File: config.mk
export PLATFORM = sky130hd
export DESIGN_NAME = vga_scan_ctrl
export DESIGN_NICKNAME = d
export VERILOG_FILES = /design/src/rtl/vga_pkg.sv /design/src/rtl/vga_pix_delay.sv /design/src/rtl/vga_scan_ctrl.sv
export SDC_FILE = /design/constraint.sdc
export NUM_CORES = 1
export LEC_CHECK = 0
export ABC_AREA = 1
export BUFFER_PORTS_ARGS = -buffer_cell sky130_fd_sc_hd__buf_2
export CAP_MARGIN = 20
export CELL_PAD_IN_SITES_DETAIL_PLACEMENT = 0
export CELL_PAD_IN_SITES_GLOBAL_PLACEMENT = 1
export CORE_ASPECT_RATIO = 2
export CORE_MARGIN = 2
export CORE_UTILIZATION = 44
export CTS_CLUSTER_DIAMETER = 100
export CTS_CLUSTER_SIZE = 24
export DETAILED_ROUTE_END_ITERATION = 6
export GPL_TIMING_DRIVEN = 1
export HOLD_SLACK_MARGIN = 0.1
export PLACE_DENSITY_LB_ADDON = 0.1
export SKIP_LAST_GASP = 1
export SYNTH_ARGS = -nofsm -noshare
export SYNTH_HDL_FRONTEND = slang
export SYNTH_SLANG_ARGS = --single-unit
File: constraint.sdc
create_clock -name clk -period 2.13 [get_ports clk]
set_input_delay 0.1065 -clock clk [delete_from_list [all_inputs] [get_ports clk]]
set_output_delay 0.1065 -clock clk [all_outputs]
set_load 0.005 [all_outputs]
File: src/rtl/vga_pkg.sv
// Shared VGA timing for the 800x600@72 mode, RGB444 field layout and the
// sync/blank bundle type used between the scan controller and its delay line.
package vga_pkg;

   localparam int CNT_W   = 11;
   localparam int COORD_W = 10;
   localparam int RGB_W   = 12;

   localparam int VGA_H_ACTIVE = 800;
   localparam int VGA_H_FP     = 56;
   localparam int VGA_H_SYNC   = 120;
   localparam int VGA_H_BP     = 64;
   localparam int VGA_H_TOTAL  = VGA_H_ACTIVE + VGA_H_FP + VGA_H_SYNC + VGA_H_BP;

   localparam int VGA_V_ACTIVE = 600;
   localparam int VGA_V_FP     = 37;
   localparam int VGA_V_SYNC   = 6;
   localparam int VGA_V_BP     = 23;
   localparam int VGA_V_TOTAL  = VGA_V_ACTIVE + VGA_V_FP + VGA_V_SYNC + VGA_V_BP;

   // Sync windows are half-open: [start, end)
   localparam int VGA_HS_START = VGA_H_ACTIVE + VGA_H_FP;
   localparam int VGA_HS_END   = VGA_HS_START + VGA_H_SYNC;
   localparam int VGA_VS_START = VGA_V_ACTIVE + VGA_V_FP;
   localparam int VGA_VS_END   = VGA_VS_START + VGA_V_SYNC;

   localparam int R_MSB = 11;
   localparam int R_LSB = 8;
   localparam int G_MSB = 7;
   localparam int G_LSB = 4;
   localparam int B_MSB = 3;
   localparam int B_LSB = 0;

   typedef struct packed {
      logic video;
      logic hs;
      logic vs;
   } vga_ctl_t;

   function automatic logic sync_level(input logic [CNT_W-1:0] cnt,
                                       input logic [CNT_W-1:0] start,
                                       input logic [CNT_W-1:0] stop,
                                       input logic             pol);
      return (cnt >= start && cnt < stop) ? pol : ~pol;
   endfunction

endpackage

File: src/rtl/vga_pix_delay.sv
// PIPE-deep shift register for the {video, hs, vs} bundle, advancing only on
// pixel ticks so the pin-side syncs line up with the ROM read latency.
module vga_pix_delay #(
   parameter int         PIPE    = 1,
   parameter logic [2:0] RST_VAL = 3'b000
) (
   input  logic       clk,
   input  logic       rst_n,
   input  logic       pix_en,
   input  logic [2:0] din,
   output logic [2:0] dout
);

   logic [2:0] stage_q [PIPE];
   logic [2:0] stage_d [PIPE];

   always_comb begin
      stage_d = stage_q;
      if (pix_en) begin
         stage_d[0] = din;
         for (int i = 1; i < PIPE; i++) begin
            stage_d[i] = stage_q[i-1];
         end
      end
   end

   always_ff @(posedge clk or negedge rst_n) begin
      if (!rst_n) begin
         for (int i = 0; i < PIPE; i++) begin
            stage_q[i] <= RST_VAL;
         end
      end else begin
         stage_q <= stage_d;
      end
   end

   assign dout = stage_q[PIPE-1];

endmodule

File: src/rtl/vga_scan_ctrl.sv
// VGA scan initiator: pixel-enable divider, h/v counters, col/row addressing
// for the scene ROMs, and latency-matched sync/RGB pin drivers.
module vga_scan_ctrl
   import vga_pkg::*;
#(
   parameter int CLK_DIV  = 2,
   parameter int H_ACTIVE = VGA_H_ACTIVE,
   parameter int H_FP     = VGA_H_FP,
   parameter int H_SYNC   = VGA_H_SYNC,
   parameter int H_BP     = VGA_H_BP,
   parameter int V_ACTIVE = VGA_V_ACTIVE,
   parameter int V_FP     = VGA_V_FP,
   parameter int V_SYNC   = VGA_V_SYNC,
   parameter int V_BP     = VGA_V_BP,
   parameter bit HS_POL   = 1'b1,
   parameter bit VS_POL   = 1'b1,
   parameter int PIPE     = 1
) (
   input  logic        clk,
   input  logic        rst_n,
   input  logic [11:0] rgb_in,
   output logic        pix_en,
   output logic [9:0]  col,
   output logic [9:0]  row,
   output logic        video_on,
   output logic        frame_end,
   output logic        hs,
   output logic        vs,
   output logic [3:0]  vga_r,
   output logic [3:0]  vga_g,
   output logic [3:0]  vga_b
);

   localparam int DIV_W = (CLK_DIV > 1) ? $clog2(CLK_DIV) : 1;
   localparam logic [DIV_W-1:0] DIV_LAST = DIV_W'(CLK_DIV - 1);

   localparam logic [CNT_W-1:0] H_ACT  = CNT_W'(H_ACTIVE);
   localparam logic [CNT_W-1:0] V_ACT  = CNT_W'(V_ACTIVE);
   localparam logic [CNT_W-1:0] H_LAST = CNT_W'(H_ACTIVE + H_FP + H_SYNC + H_BP - 1);
   localparam logic [CNT_W-1:0] V_LAST = CNT_W'(V_ACTIVE + V_FP + V_SYNC + V_BP - 1);
   localparam logic [CNT_W-1:0] HS_ON  = CNT_W'(H_ACTIVE + H_FP);
   localparam logic [CNT_W-1:0] HS_OFF = CNT_W'(H_ACTIVE + H_FP + H_SYNC);
   localparam logic [CNT_W-1:0] VS_ON  = CNT_W'(V_ACTIVE + V_FP);
   localparam logic [CNT_W-1:0] VS_OFF = CNT_W'(V_ACTIVE + V_FP + V_SYNC);

   logic [DIV_W-1:0]   div_cnt_q, div_cnt_d;
   logic               pix_en_q, pix_en_d;
   logic [CNT_W-1:0]   h_cnt_q, h_cnt_d;
   logic [CNT_W-1:0]   v_cnt_q, v_cnt_d;
   logic [COORD_W-1:0] col_q, col_d;
   logic [COORD_W-1:0] row_q, row_d;
   logic               video_on_q, video_on_d;
   logic               frame_end_q, frame_end_d;
   logic               hs_q, hs_d;
   logic               vs_q, vs_d;
   logic [RGB_W-1:0]   rgb_q, rgb_d;

   logic     visible;
   vga_ctl_t ctl_raw;
   vga_ctl_t ctl_dly;

   assign visible = (h_cnt_q < H_ACT) && (v_cnt_q < V_ACT);

   always_comb begin
      ctl_raw.video = visible;
      ctl_raw.hs    = sync_level(h_cnt_q, HS_ON, HS_OFF, HS_POL);
      ctl_raw.vs    = sync_level(v_cnt_q, VS_ON, VS_OFF, VS_POL);
   end

   vga_pix_delay #(
      .PIPE    (PIPE),
      .RST_VAL ({1'b0, ~HS_POL, ~VS_POL})
   ) u_pix_delay (
      .clk    (clk),
      .rst_n  (rst_n),
      .pix_en (pix_en_q),
      .din    (ctl_raw),
      .dout   (ctl_dly)
   );

   // Everything below pix_en moves only on a pixel tick; frame_end alone is a
   // single-clk pulse and so defaults low every cycle.
   always_comb begin
      div_cnt_d   = (div_cnt_q == DIV_LAST) ? '0 : div_cnt_q + 1'b1;
      pix_en_d    = (div_cnt_q == DIV_LAST);
      h_cnt_d     = h_cnt_q;
      v_cnt_d     = v_cnt_q;
      col_d       = col_q;
      row_d       = row_q;
      video_on_d  = video_on_q;
      frame_end_d = 1'b0;
      hs_d        = hs_q;
      vs_d        = vs_q;
      rgb_d       = rgb_q;
      if (pix_en_q) begin
         if (h_cnt_q == H_LAST) begin
            h_cnt_d = '0;
            v_cnt_d = (v_cnt_q == V_LAST) ? '0 : v_cnt_q + 1'b1;
         end else begin
            h_cnt_d = h_cnt_q + 1'b1;
         end
         video_on_d  = visible;
         col_d       = visible ? h_cnt_q[COORD_W-1:0] : '0;
         row_d       = visible ? v_cnt_q[COORD_W-1:0] : '0;
         frame_end_d = (h_cnt_q == H_LAST) && (v_cnt_q == V_ACT - 1'b1);
         hs_d        = ctl_dly.hs;
         vs_d        = ctl_dly.vs;
         rgb_d       = ctl_dly.video ? rgb_in : '0;
      end
   end

   always_ff @(posedge clk or negedge rst_n) begin
      if (!rst_n) begin
         div_cnt_q   <= '0;
         pix_en_q    <= 1'b0;
         h_cnt_q     <= '0;
         v_cnt_q     <= '0;
         col_q       <= '0;
         row_q       <= '0;
         video_on_q  <= 1'b0;
         frame_end_q <= 1'b0;
         hs_q        <= ~HS_POL;
         vs_q        <= ~VS_POL;
         rgb_q       <= '0;
      end else begin
         div_cnt_q   <= div_cnt_d;
         pix_en_q    <= pix_en_d;
         h_cnt_q     <= h_cnt_d;
         v_cnt_q     <= v_cnt_d;
         col_q       <= col_d;
         row_q       <= row_d;
         video_on_q  <= video_on_d;
         frame_end_q <= frame_end_d;
         hs_q        <= hs_d;
         vs_q        <= vs_d;
         rgb_q       <= rgb_d;
      end
   end

   assign pix_en    = pix_en_q;
   assign col       = col_q;
   assign row       = row_q;
   assign video_on  = video_on_q;
   assign frame_end = frame_end_q;
   assign hs        = hs_q;
   assign vs        = vs_q;
   assign vga_r     = rgb_q[R_MSB:R_LSB];
   assign vga_g     = rgb_q[G_MSB:G_LSB];
   assign vga_b     = rgb_q[B_MSB:B_LSB];

endmodule

==> metrics.md, run 1 <==
| Metric | Value |
|---|---|
| Leak | `slightly above 2 nW` |
| Hold Path Class | `in -> async` |
| Psw | `~0.56 mW` |
| Antenna violations before repair | `0` |
| Commonest non-fill, non-tap cells in the layout | `144 x nand2_1, 62 x dfrtp_1, 56 x nand3_1` |
| Site row count | `43` |
| Starting density of the core | `45.2%` |
| Synthesized area | `between 3000 and 4000 µm²` |
| Grt ovf | `0` |
| Sequential cell fraction of total power | `40.4%` |
| CP Class | `reg -> reg` |
| Unrepaired setup endpoints after global routing | `false` |
| CTS tree | `built` |
| CTS resizes | `0` |
| Routability Congestion | `0.915` |
| Sw Share | `18.8%` |
| Outcome | `finished clean` |
| WHS | `0.343 ns` |
| Mapped Cells | `399` |
| Clock transition at path regs | `0.06 ns` |
| Seq. cell area | `between 1500 and 2000 µm²` |
| Crit end category | `flop` |
| Critical path peak fanout | `18` |
| Gr usage total | `22.6%` |
| Post-Syn Nets | `417` |
| Post-CTS setup buffer count | `0` |
| Area Growth Syn to Fin | `24.8%` |
| Setup TNS | `0 ns` |
| First-pass GRT wire length | `13000 µm` |
| Vias in the first global route | `2668` |
| Layout cell share with drive strength beyond 1 | `19.4%` |
| Vias per inst | `around 5.0` |
| Synth top area share | `49.5%` |
| Clk pwr share | `56.8%` |
| Max clock buf depth | `2` |
| Count of final setup violators | `0` |
| Yosys warning count | `0` |
| Crit path DAT | `approximately 1.9 ns` |
| ANT nets after route | `0` |
| DR WL/cell | `14.4 µm` |
| Crit share post-route | `about 75%` |
| Count of cell types in the netlist | `31` |
| Horiz. Die Dim | `63.7 µm` |
| WP data required | `about 2.4 ns` |
| Nets | `478` |
| Vias after detailed routing | `2767` |
| Port Buf Inserts | `50` |
| 1st-iter DRT viols | `160` |
| Multi-input gate area | `around 1300 µm²` |
| Worst clock skew | `0.00724 ns` |
| #FFs+latches synth | `62` |
| Critical R2R Launch | `v_cnt_q[7]$_DFFE_PN0P_` |
| Yosys top cell by area | `dfrtp_1` |
| Max-Cap Viols | `0` |
| Power Internal | `2.40 mW` |
| Average size of a mapped cell | `7.86 µm²` |
| Fillers | `665` |
| Die area | `7860 µm²` |
| Chip Height | `123 µm` |
| Min Tclk post-route | `1.59 ns` |
| Critical path launch point type | `flop` |
| Worst slew margin | `between 50% and 60%` |
| Total wire length | `8020 µm` |
| Max Clk Rate | `between 600 and 700 MHz` |
| Hold buffers post-CTS | `13` |
| Clk_lat worst skew | `approximately 0.33 ns` |
| Final HPWL DP | `5660 µm` |
| Final Hold Violating Endpoints | `0` |
| Root Driver | `clkbuf_16` |
| Register area share after synthesis | `~49%` |
| CTS sink cnt | `62` |
| Largest net degree at the start of global routing | `39` |
| Num CTS Buffers | `9` |
| # IOs | `51` |
| Slew Limit Fails | `0` |
| Core Region | `6940 µm²` |
| Crit path from | `v_cnt_q[7]$_DFFE_PN0P_` |
| # DRC | `0` |
| 1st-pass router iterations | `4` |
| Peak VDD IR | `roughly 0.44 mV` |
| Overall power | `2.96 mW` |
| Pwr Density | `~760 nW/µm²` |
| Leading post-synthesis cells by cell area | `dfrtp_1 49%, nand2_1 17%, nand3_1 8.9%` |
| Ant. Diodes | `0` |
| Combinational Power Share | `approximately 2.8%` |
| CTS H-Tree Depth | `3` |
| Worst-Margin Slew | `0.658 ns` |
| Commonest non-fill, non-tap cell in the layout | `nand2_1` |
kinds of logic (layout without fill, tap and decap cells):
logic type | after synthesis | in the layout | synth area share [%]
compound gates | 27 | 27 | 4.99
buf+inv | 53 | 119 | 7.94
fa+ha+maj | 4 | 4 | 1.60
flops | 62 | 62 | 49.5
xor+xnor | 5 | 5 | 1.40
simple gates | 248 | 248 | 34.6
through the flow:
step / cells / utilization, % / cell area [µm²] / setup slack [ns]
CTS: 555 / 56.4 / 3910 / 0.526
detailed placement: 526 / 49.5 / 3440 / 0.535
global route: 555 / 56.4 / 3910 / 0.409
finish: 555 / 56.4 / 3910 / 0.537
global placement: 526 / 49.5 / 3440 / 0.512
floorplan: 399 / - / 3140 / 0.846
worst paths after layout:
path                            cells after the start                              end  slack [ns]
worst max-delay path                                7               row[1]$_DFFE_PN0P_        0.54
worst min-delay path                                2               col[4]$_DFFE_PN0P_        0.34
worst max register to register                      7               row[1]$_DFFE_PN0P_        0.54
worst min register to register                      0                 pix_en$_DFF_PN0_        0.38
max in group asynchronous                           3  u_pix_delay.dout[0]$_DFFE_PN0P_        1.15
min in group clk                                    0                 pix_en$_DFF_PN0_        0.38
cells in the mapped netlist (all sizes together):
master / count
a21oi: 7
o21ai: 19
dfrtp: 62
or2: 1
nand3b: 1
nor3: 6
and3: 1
ha: 4
buf: 13
o21a: 1
nor2: 26
nand2: 146
inv: 34
xor2: 5
and2: 1
nand3: 61
clkbuf: 6
nand4: 5
area by class of cell:
type	instances	area share [%]
clock buffer	10	6.11
timing repair buffer	69	11.2
multi-input combinational	284	34.1
clock inverter	6	2.78
inverter	34	3.26
tap	90	2.88
sequential	62	39.6
power by group through the flow:
stage / Combinational [mW] / Sequential [mW] / Clock, mW
finish: 0.0818 / 1.20 / 1.68
global route: 0.0936 / 1.20 / 1.77
CTS: 0.0838 / 1.20 / 1.72
detailed placement: 0.0654 / 1.22 / 0
global placement: 0.0645 / 1.22 / 0
floorplan: 0.00913 / 1.22 / 0
critical path: stages, from the launching register on:
cell and delay (ns):
dfrtp_1 0.49, inv_1 0.12, nand2_2 0.10, nor2_2 0.07, a21oi_4 0.22, buf_4 0.29, nand3_1 0.14, nand2_1 0.09
sequential cells by signal (all words and copies together) (netlist names):
register and flops:
col 10, div_cnt_q 1, frame_end 1, h_cnt_q 11, hs 1, pix_en 1
rgb_q 12, row 10, u_pix_delay.dout 3, v_cnt_q 11, vs 1
metal layers:
metal  global-route usage, %  wire length, µm
met1                    23.1             2990
met2                    41.6             4550
met3                    5.00              237
met4                    12.5              236
met5                       0                0
(Power assumes the default switching activity.)
==> run 2: changes to the inputs <==
- ABC_AREA: 1 -> 0
- CORE_UTILIZATION: 44 -> 43
- clock period: 2.13 -> 1.5 ns (I/O delays scaled with it)
==> metrics.md, run 2 <==
| Metric | Value |
|---|---|
| Outcome | `finished, violations left` |
| Failing checks | `setup timing` |
| Port Buf Inserts | `50 (unchanged)` |
| Starting density of the core | `44.2% (-1.0 points)` |
| Synthesized area | `2790 µm² (-11%)` |
| Max-Cap Viols | `0 (unchanged)` |
| Horiz. Die Dim | `60.9 µm (-4.3%)` |
| Hold Path Class | `in -> async` |
| Routability Congestion | `0.904 (-1.2%)` |
| Yosys warning count | `0 (unchanged)` |
| # IOs | `51 (unchanged)` |
| Pre-CTS WS | `-0.107 ns (-0.642 ns)` |
| Multi-input gate area | `1210 µm² (-9.7%)` |
| Top-count cell post-synth | `dfrtp_1` |
| Worst setup margin | `-0.0961 ns (-0.633 ns)` |
| Overall power | `3.65 mW (+23%)` |
| CTS tree | `built` |
| Top_reg_cell synth | `dfrtp_1` |
| Largest net degree at the start of global routing | `63 (+62%)` |
| Clock transition at path regs | `0.05 ns (about the same)` |
| Top reg by flops | `rgb_q` |
| Num CTS Buffers | `9 (unchanged)` |
| Register area share after synthesis | `55.6% (+6.2 points)` |
| Met2 GRT Util | `43.9% (+2.2 points)` |
| Leak | `2.13 nW (+4.7%)` |
| Crit path DAT | `1.87 ns (about the same)` |
| Post-route insts no fill | `481 (-13%)` |
| Count of cell types in the netlist | `45 (+45%)` |
| Crit path buf inv count | `2 (unchanged)` |
| Post-synth ARST share | `100% (unchanged)` |
| GR Util met1 | `24.6% (+1.4 points)` |
| First-pass GRT wire length | `12400 µm (-4.7%)` |
| Placed Cells incl. Taps | `435 (-17%)` |
| CP top delay family | `compound AO/OA/AOI/OAI gates` |
| Biggest regs | `rgb_q x12, h_cnt_q x11, v_cnt_q x11` |
| Ant. Diodes | `0 (unchanged)` |
| Count of final setup violators | `21 (+21)` |
| Root Driver | `clkbuf_16` |
| Critical path peak fanout | `4 (-14)` |
| CP Class | `reg -> reg` |
| Crit end category | `flop` |
| Antenna violations before repair | `0 (unchanged)` |
| Finished Cell Area | `4300 µm² (+9.8%)` |
| Site row count | `41 (-4.7%)` |
| WHS | `0.280 ns (-0.0630 ns)` |
| Average size of a mapped cell | `10.9 µm² (+38%)` |
| Min Tclk post-route | `1.60 ns (+0.00329 ns)` |
| ANT nets after route | `0 (unchanged)` |
| Vias in the first global route | `2478 (-7.1%)` |
| Finished Core Util | `68.1% (+12 points)` |
| #FFs+latches synth | `62 (unchanged)` |
| Peak VDD IR | `0.595 mV (+36%)` |
| GR peak layer | `met2` |
| Post-Syn Nets | `275 (-34%)` |
| 1st-pass router iterations | `4 (unchanged)` |
| CTS sink cnt | `62 (unchanged)` |
| Leading post-synthesis cells by cell area | `dfrtp_1 56%, a22o_1 5.7%, nand3_1 3.8%` |
| Area Growth Syn to Fin | `54.1%` |
| DR WL/cell | `17.0 µm (+18%)` |
| Commonest non-fill, non-tap cells in the layout | `58 x dfrtp_1, 58 x buf_4, 50 x buf_2` |
| Pwr Density | `849 nW/µm² (+12%)` |
| Unrepaired setup endpoints after global routing | `true` |
| Final HPWL DP | `5480 µm (-3.2%)` |
| 1st-iter DRT viols | `62 (-61%)` |
| Max clock buf depth | `2 (unchanged)` |
| WP data required | `1.77 ns (-0.63 ns)` |
| Gr usage total | `24.4% (+1.8 points)` |
| # DRC | `0 (unchanged)` |
| Placed cell areas | `3550 µm² (+3.3%)` |
| Slew Limit Fails | `0 (unchanged)` |
| Worst clock skew | `0.00574 ns (-0.00150 ns)` |
| Max Clk Rate | `627 MHz (-0.21%)` |
| CTS H-Tree Depth | `3 (unchanged)` |
| Setup TNS | `-1.55 ns (-1.55 ns)` |
| Mapped Cells | `257 (-36%)` |
| Worst slew margin | `69.9% (+14 points)` |
| Layout cell share with drive strength beyond 1 | `43.5% (+24 points)` |
| Most frequent cells after synthesis | `62 x dfrtp_1, 21 x nand3_1, 21 x o21ai_0` |
| Die area | `7180 µm² (-8.6%)` |
| Synth top area share | `55.6% (+6.2 points)` |
| Nets | `408 (-15%)` |
| Yosys top cell by area | `dfrtp_1` |
| Vias per inst | `5.29 (+6.1%)` |
| GR Util met3 | `3.74% (-1.3 points)` |
| Vias after detailed routing | `2545 (-8.0%)` |
| Total wire length | `8170 µm (+1.9%)` |
| Seq. cell area | `1560 µm² (+0.32%)` |
| Final Hold Violating Endpoints | `0 (unchanged)` |
| Largest stage delay, worst path | `0.41 ns (-0.08 ns)` |
| Clk_lat worst skew | `0.33 ns (about the same)` |
| CP Cell Sequence | `buf_4 -> nor3b_2 -> o211a_1 -> o221a_4 -> clkbuf_16 -> a22o_1` |
| Critical path launch point type | `flop` |
| Max FFs per register | `12 (unchanged)` |
| Worst-Margin Slew | `0.452 ns (-0.206 ns)` |
| Chip Height | `118 µm (-4.5%)` |
| Crit share post-route | `106% (+32 points)` |
| Fillers | `522 (-22%)` |
| Core Region | `6310 µm² (-9.1%)` |
| Grt ovf | `0 (unchanged)` |
| Slowest-stage cell, CP | `dfrtp_1` |
| Post-synth EDFFs | `0 (unchanged)` |
## run 2: area by class of cell
cell class / count / share of cell area (%)
Sequential cell: 62 / 36.2
Multi-Input combinational cell: 159 / 28.1
Timing Repair Buffer: 138 / 25.3
Clock buffer: 9 / 5.24
Tap cell: 86 / 2.50
Inverter: 20 / 1.75
Clock inverter: 7 / 0.961
## run 2: power breakdown
group / total, mW / switching [mW] / internal [mW] / leakage [nW]
registers: 1.70 / 0.00674 / 1.69 / 0.791
clock network: 1.84 / 0.741 / 1.10 / 0.135
logic: 0.110 / 0.0553 / 0.0552 / 1.21
## run 2: tightest hold or removal path, cell delays in order
cell	delay, ns
dlygate4sd3_1	0.52
buf_2	0.12
buf_12	0.29
## run 2: worst paths after layout
path / startpoint / end / slack, ns / depth (start not counted)
min reg2reg: div_cnt_q$_DFF_PN0_ / pix_en$_DFF_PN0_ / 0.40 / 0
min: rst_n / rgb_q[4]$_DFFE_PN0P_ / 0.28 / 3
max reg2reg: h_cnt_q[10]$_DFFE_PN0P_ / col[0]$_DFFE_PN0P_ / -0.1 / 6
min in group clk: div_cnt_q$_DFF_PN0_ / pix_en$_DFF_PN0_ / 0.40 / 0
max: h_cnt_q[10]$_DFFE_PN0P_ / col[0]$_DFFE_PN0P_ / -0.1 / 6
max in group asynchronous: rst_n / v_cnt_q[6]$_DFFE_PN0P_ / 0.91 / 3
## run 2: cell families (layout without fill, tap and decap cells)
logic type	Yosys count	count (layout)	share of synthesized area, %
multiplexers	2	2	0.807
AND/OR/NAND/NOR	78	78	16.2
flip-flops	62	62	55.6
adder cells (fa/ha/maj)	4	4	1.79
buffers and inverters	36	174	5.43
AO/OA/AOI/OAI	63	63	16.3
XOR/XNOR	12	12	3.77
## run 2: what timing repair did
action                     CTS  global route
gates resized for setup     16            26
setup buffers                9             6
setup endpoints to repair   29            38
hold endpoints to repair    74             0
pin swaps                   11            21
hold buffers                13             0
gates cloned                 1             2
## run 2: layer usage
metal | vias up | wire length (µm)
li1 | 1196 | -
met1 | 1267 | 2940
met2 | 62 | 4730
met3 | 20 | 188
met4 | 0 | 315
met5 | - | 0
==> run 3: changes to the inputs <==
- BUFFER_PORTS_ARGS: -buffer_cell sky130_fd_sc_hd__buf_2 -> -buffer_cell sky130_fd_sc_hd__buf_4
- SKIP_LAST_GASP: 1 -> default
==> metrics.md, run 3 (synthesis gave the netlist of run 2 again) <==
| Metric | Value |
|---|---|
| Final Hold Violating Endpoints | `0 (unchanged)` |
| CTS H-Tree Depth | `3 (unchanged)` |
| Final HPWL DP | `5560 µm (+1.5%)` |
| Slew Limit Fails | `0 (unchanged)` |
| Gr usage total | `23.5% (-0.89 points)` |
| Clock transition at path regs | `0.05 ns (about the same)` |
| Unrepaired setup endpoints after global routing | `true` |
| R2R Setup Slk | `-0.06 ns (+0.04 ns)` |
| Setup TNS | `-0.808 ns (+0.745 ns)` |
| Ant. Diodes | `0 (unchanged)` |
| First-pass GRT wire length | `11900 µm (-4.0%)` |
| Top reg by flops | `rgb_q` |
| Worst-Margin Slew | `0.451 ns (-0.000408 ns)` |
| # IOs | `51 (unchanged)` |
| Critical R2R Launch | `h_cnt_q[9]$_DFFE_PN0P_` |
| GR peak layer | `met2` |
| Critical path launch point type | `flop` |
| Num CTS Buffers | `9 (unchanged)` |
| Routability Congestion | `0.884 (-2.2%)` |
| Nets | `398 (-2.5%)` |
| WP data required | `1.72 ns (-0.05 ns)` |
| CP Class | `reg -> reg` |
| Hold Path Class | `in -> async` |
| Met2 GRT Util | `40.3% (-3.6 points)` |
| Outcome | `finished, violations left` |
| Peak VDD IR | `0.881 mV (+48%)` |
| Worst setup margin | `-0.0607 ns (+0.0355 ns)` |
| Commonest non-fill, non-tap cell in the layout | `buf_4` |
| Crit path DAT | `1.78 ns (-0.09 ns)` |
| Worst r2r dst | `col[9]$_DFFE_PN0P_` |
| Core Region | `6310 µm² (unchanged)` |
| Min Tclk post-route | `1.56 ns (-0.0355 ns)` |
| Total wire length | `8190 µm (+0.23%)` |
| Worst slew margin | `69.9% (about the same)` |
| Max-Cap Viols | `0 (unchanged)` |
| Clk_lat worst skew | `0.33 ns (about the same)` |
| Vias per inst | `5.31 (+0.28%)` |
| Count of final setup violators | `22 (+4.8%)` |
| Leak | `2.10 nW (-1.8%)` |
| Fillers | `500 (-4.2%)` |
| Crit end category | `flop` |
| Max clock buf depth | `2 (unchanged)` |
| Grt ovf | `0 (unchanged)` |
| Layout cell share with drive strength beyond 1 | `43.6% (+0.092 points)` |
| Crit share post-route | `104% (-2.4 points)` |
| Reg2reg path depth | `5 (-1)` |
| Horiz. Die Dim | `60.9 µm (unchanged)` |
| GR Util met1 | `23.1% (-1.4 points)` |
| Port Buf Inserts | `50 (unchanged)` |
| Starting density of the core | `44.2% (unchanged)` |
| Max FFs per register | `12 (unchanged)` |
| Failing checks | `setup timing` |
| DR WL/cell | `17.4 µm (+2.4%)` |
| CTS sink cnt | `62 (unchanged)` |
| Biggest regs | `rgb_q x12, h_cnt_q x11, v_cnt_q x11` |
| Area Growth Syn to Fin | `55.3%` |
| GR Util met3 | `6.92% (+3.2 points)` |
| Placed cell areas | `3630 µm² (+2.3%)` |
| Finished Core Util | `68.6% (+0.54 points)` |
| Site row count | `41 (unchanged)` |
| 1st-pass router iterations | `4 (unchanged)` |
| # DRC | `0 (unchanged)` |
| Largest net degree at the start of global routing | `33 (-48%)` |
| Antenna violations before repair | `0 (unchanged)` |
| Vias in the first global route | `2399 (-3.2%)` |
| Finished Cell Area | `4330 µm² (+0.79%)` |
| Pre-CTS WS | `-0.198 ns (-0.0907 ns)` |
| Overall power | `3.89 mW (+6.6%)` |
| Die area | `7180 µm² (unchanged)` |
| Post-route insts no fill | `471 (-2.1%)` |
| Placed Cells incl. Taps | `431 (-0.92%)` |
| Max Clk Rate | `641 MHz (+2.3%)` |
| Pwr Density | `898 nW/µm² (+5.8%)` |
| CTS tree | `built` |
| ANT nets after route | `0 (unchanged)` |
| Worst clock skew | `0.00349 ns (-0.00225 ns)` |
| WHS | `0.235 ns (-0.0448 ns)` |
| Root Driver | `clkbuf_16` |
| Critical path peak fanout | `9 (+5)` |
| 1st-iter DRT viols | `100 (+61%)` |
| Vias after detailed routing | `2499 (-1.8%)` |
| Commonest non-fill, non-tap cells in the layout | `107 x buf_4, 53 x dfrtp_1, 21 x nand3_1` |
| Chip Height | `118 µm (unchanged)` |
-- run 3: cell types whose count changed in the layout (fill, tap and decap cells not counted), moves of 2 or more --
cell and change:
buf_12 -2, buf_6 -5, buf_2 -50, nand3_2 -3
o41ai_2 +2, o41ai_1 -2, buf_4 +49, nand3_1 +3
clkbuf_8 +2, clkinv_2 -2, dfrtp_2 +5, dfrtp_1 -5
-- run 3: worst max-delay path by stage --
stage / startpoint / to / depth (start not counted)
after floorplan: h_cnt_q[7]$_DFFE_PN0P_ / row[6]$_DFFE_PN0P_ / 6
after global placement: h_cnt_q[10]$_DFFE_PN0P_ / v_cnt_q[10]$_DFFE_PN0P_ / 5
after detailed placement: h_cnt_q[9]$_DFFE_PN0P_ / v_cnt_q[10]$_DFFE_PN0P_ / 5
after CTS: h_cnt_q[9]$_DFFE_PN0P_ / v_cnt_q[4]$_DFFE_PN0P_ / 5
after global routing: h_cnt_q[9]$_DFFE_PN0P_ / v_cnt_q[7]$_DFFE_PN0P_ / 5
final: h_cnt_q[9]$_DFFE_PN0P_ / col[9]$_DFFE_PN0P_ / 5
-- run 3: area by class of cell --
type,instances,area [µm²],area share (%)
repair buffers,128,1050,24.4
clock buffers,12,256,5.92
inverters,20,75.1,1.73
flip-flops and latches,62,1560,36.1
clock inverters,4,45.0,1.04
well taps,86,108,2.48
multi-input cells,159,1230,28.4
-- run 3: what timing repair did --
item	CTS	global route
gates cloned	0	1
buffers inserted	2	8
hold buffers	13	0
resized for setup	5	41
endpoints found under the hold margin	74	0
endpoints found under the setup margin	27	36
pin swaps	2	12
-- run 3: critical path: stages (launching register included) --
cell and delay [ns]:
dfrtp_2 0.41, nand2_2 0.07, or3_4 0.34, o221a_4 0.26
clkbuf_16 0.17, a22o_1 0.19
-- run 3: where the power goes --
group          total [mW]  internal [mW]  switching [mW]
sequential           1.70           1.69         0.00795
combinational       0.131         0.0728          0.0586
clock                2.06           1.36           0.694
total                3.89           3.13           0.761
-- run 3: per-layer routing --
| layer | vias to the layer above | part of all wire, % |
|---|---|---|
| met1 | 1221 | 36 |
| li1 | 1183 | - |
| met5 | - | 0 |
| met4 | 0 | 3.7 |
| met3 | 26 | 3.2 |
| met2 | 69 | 57 |
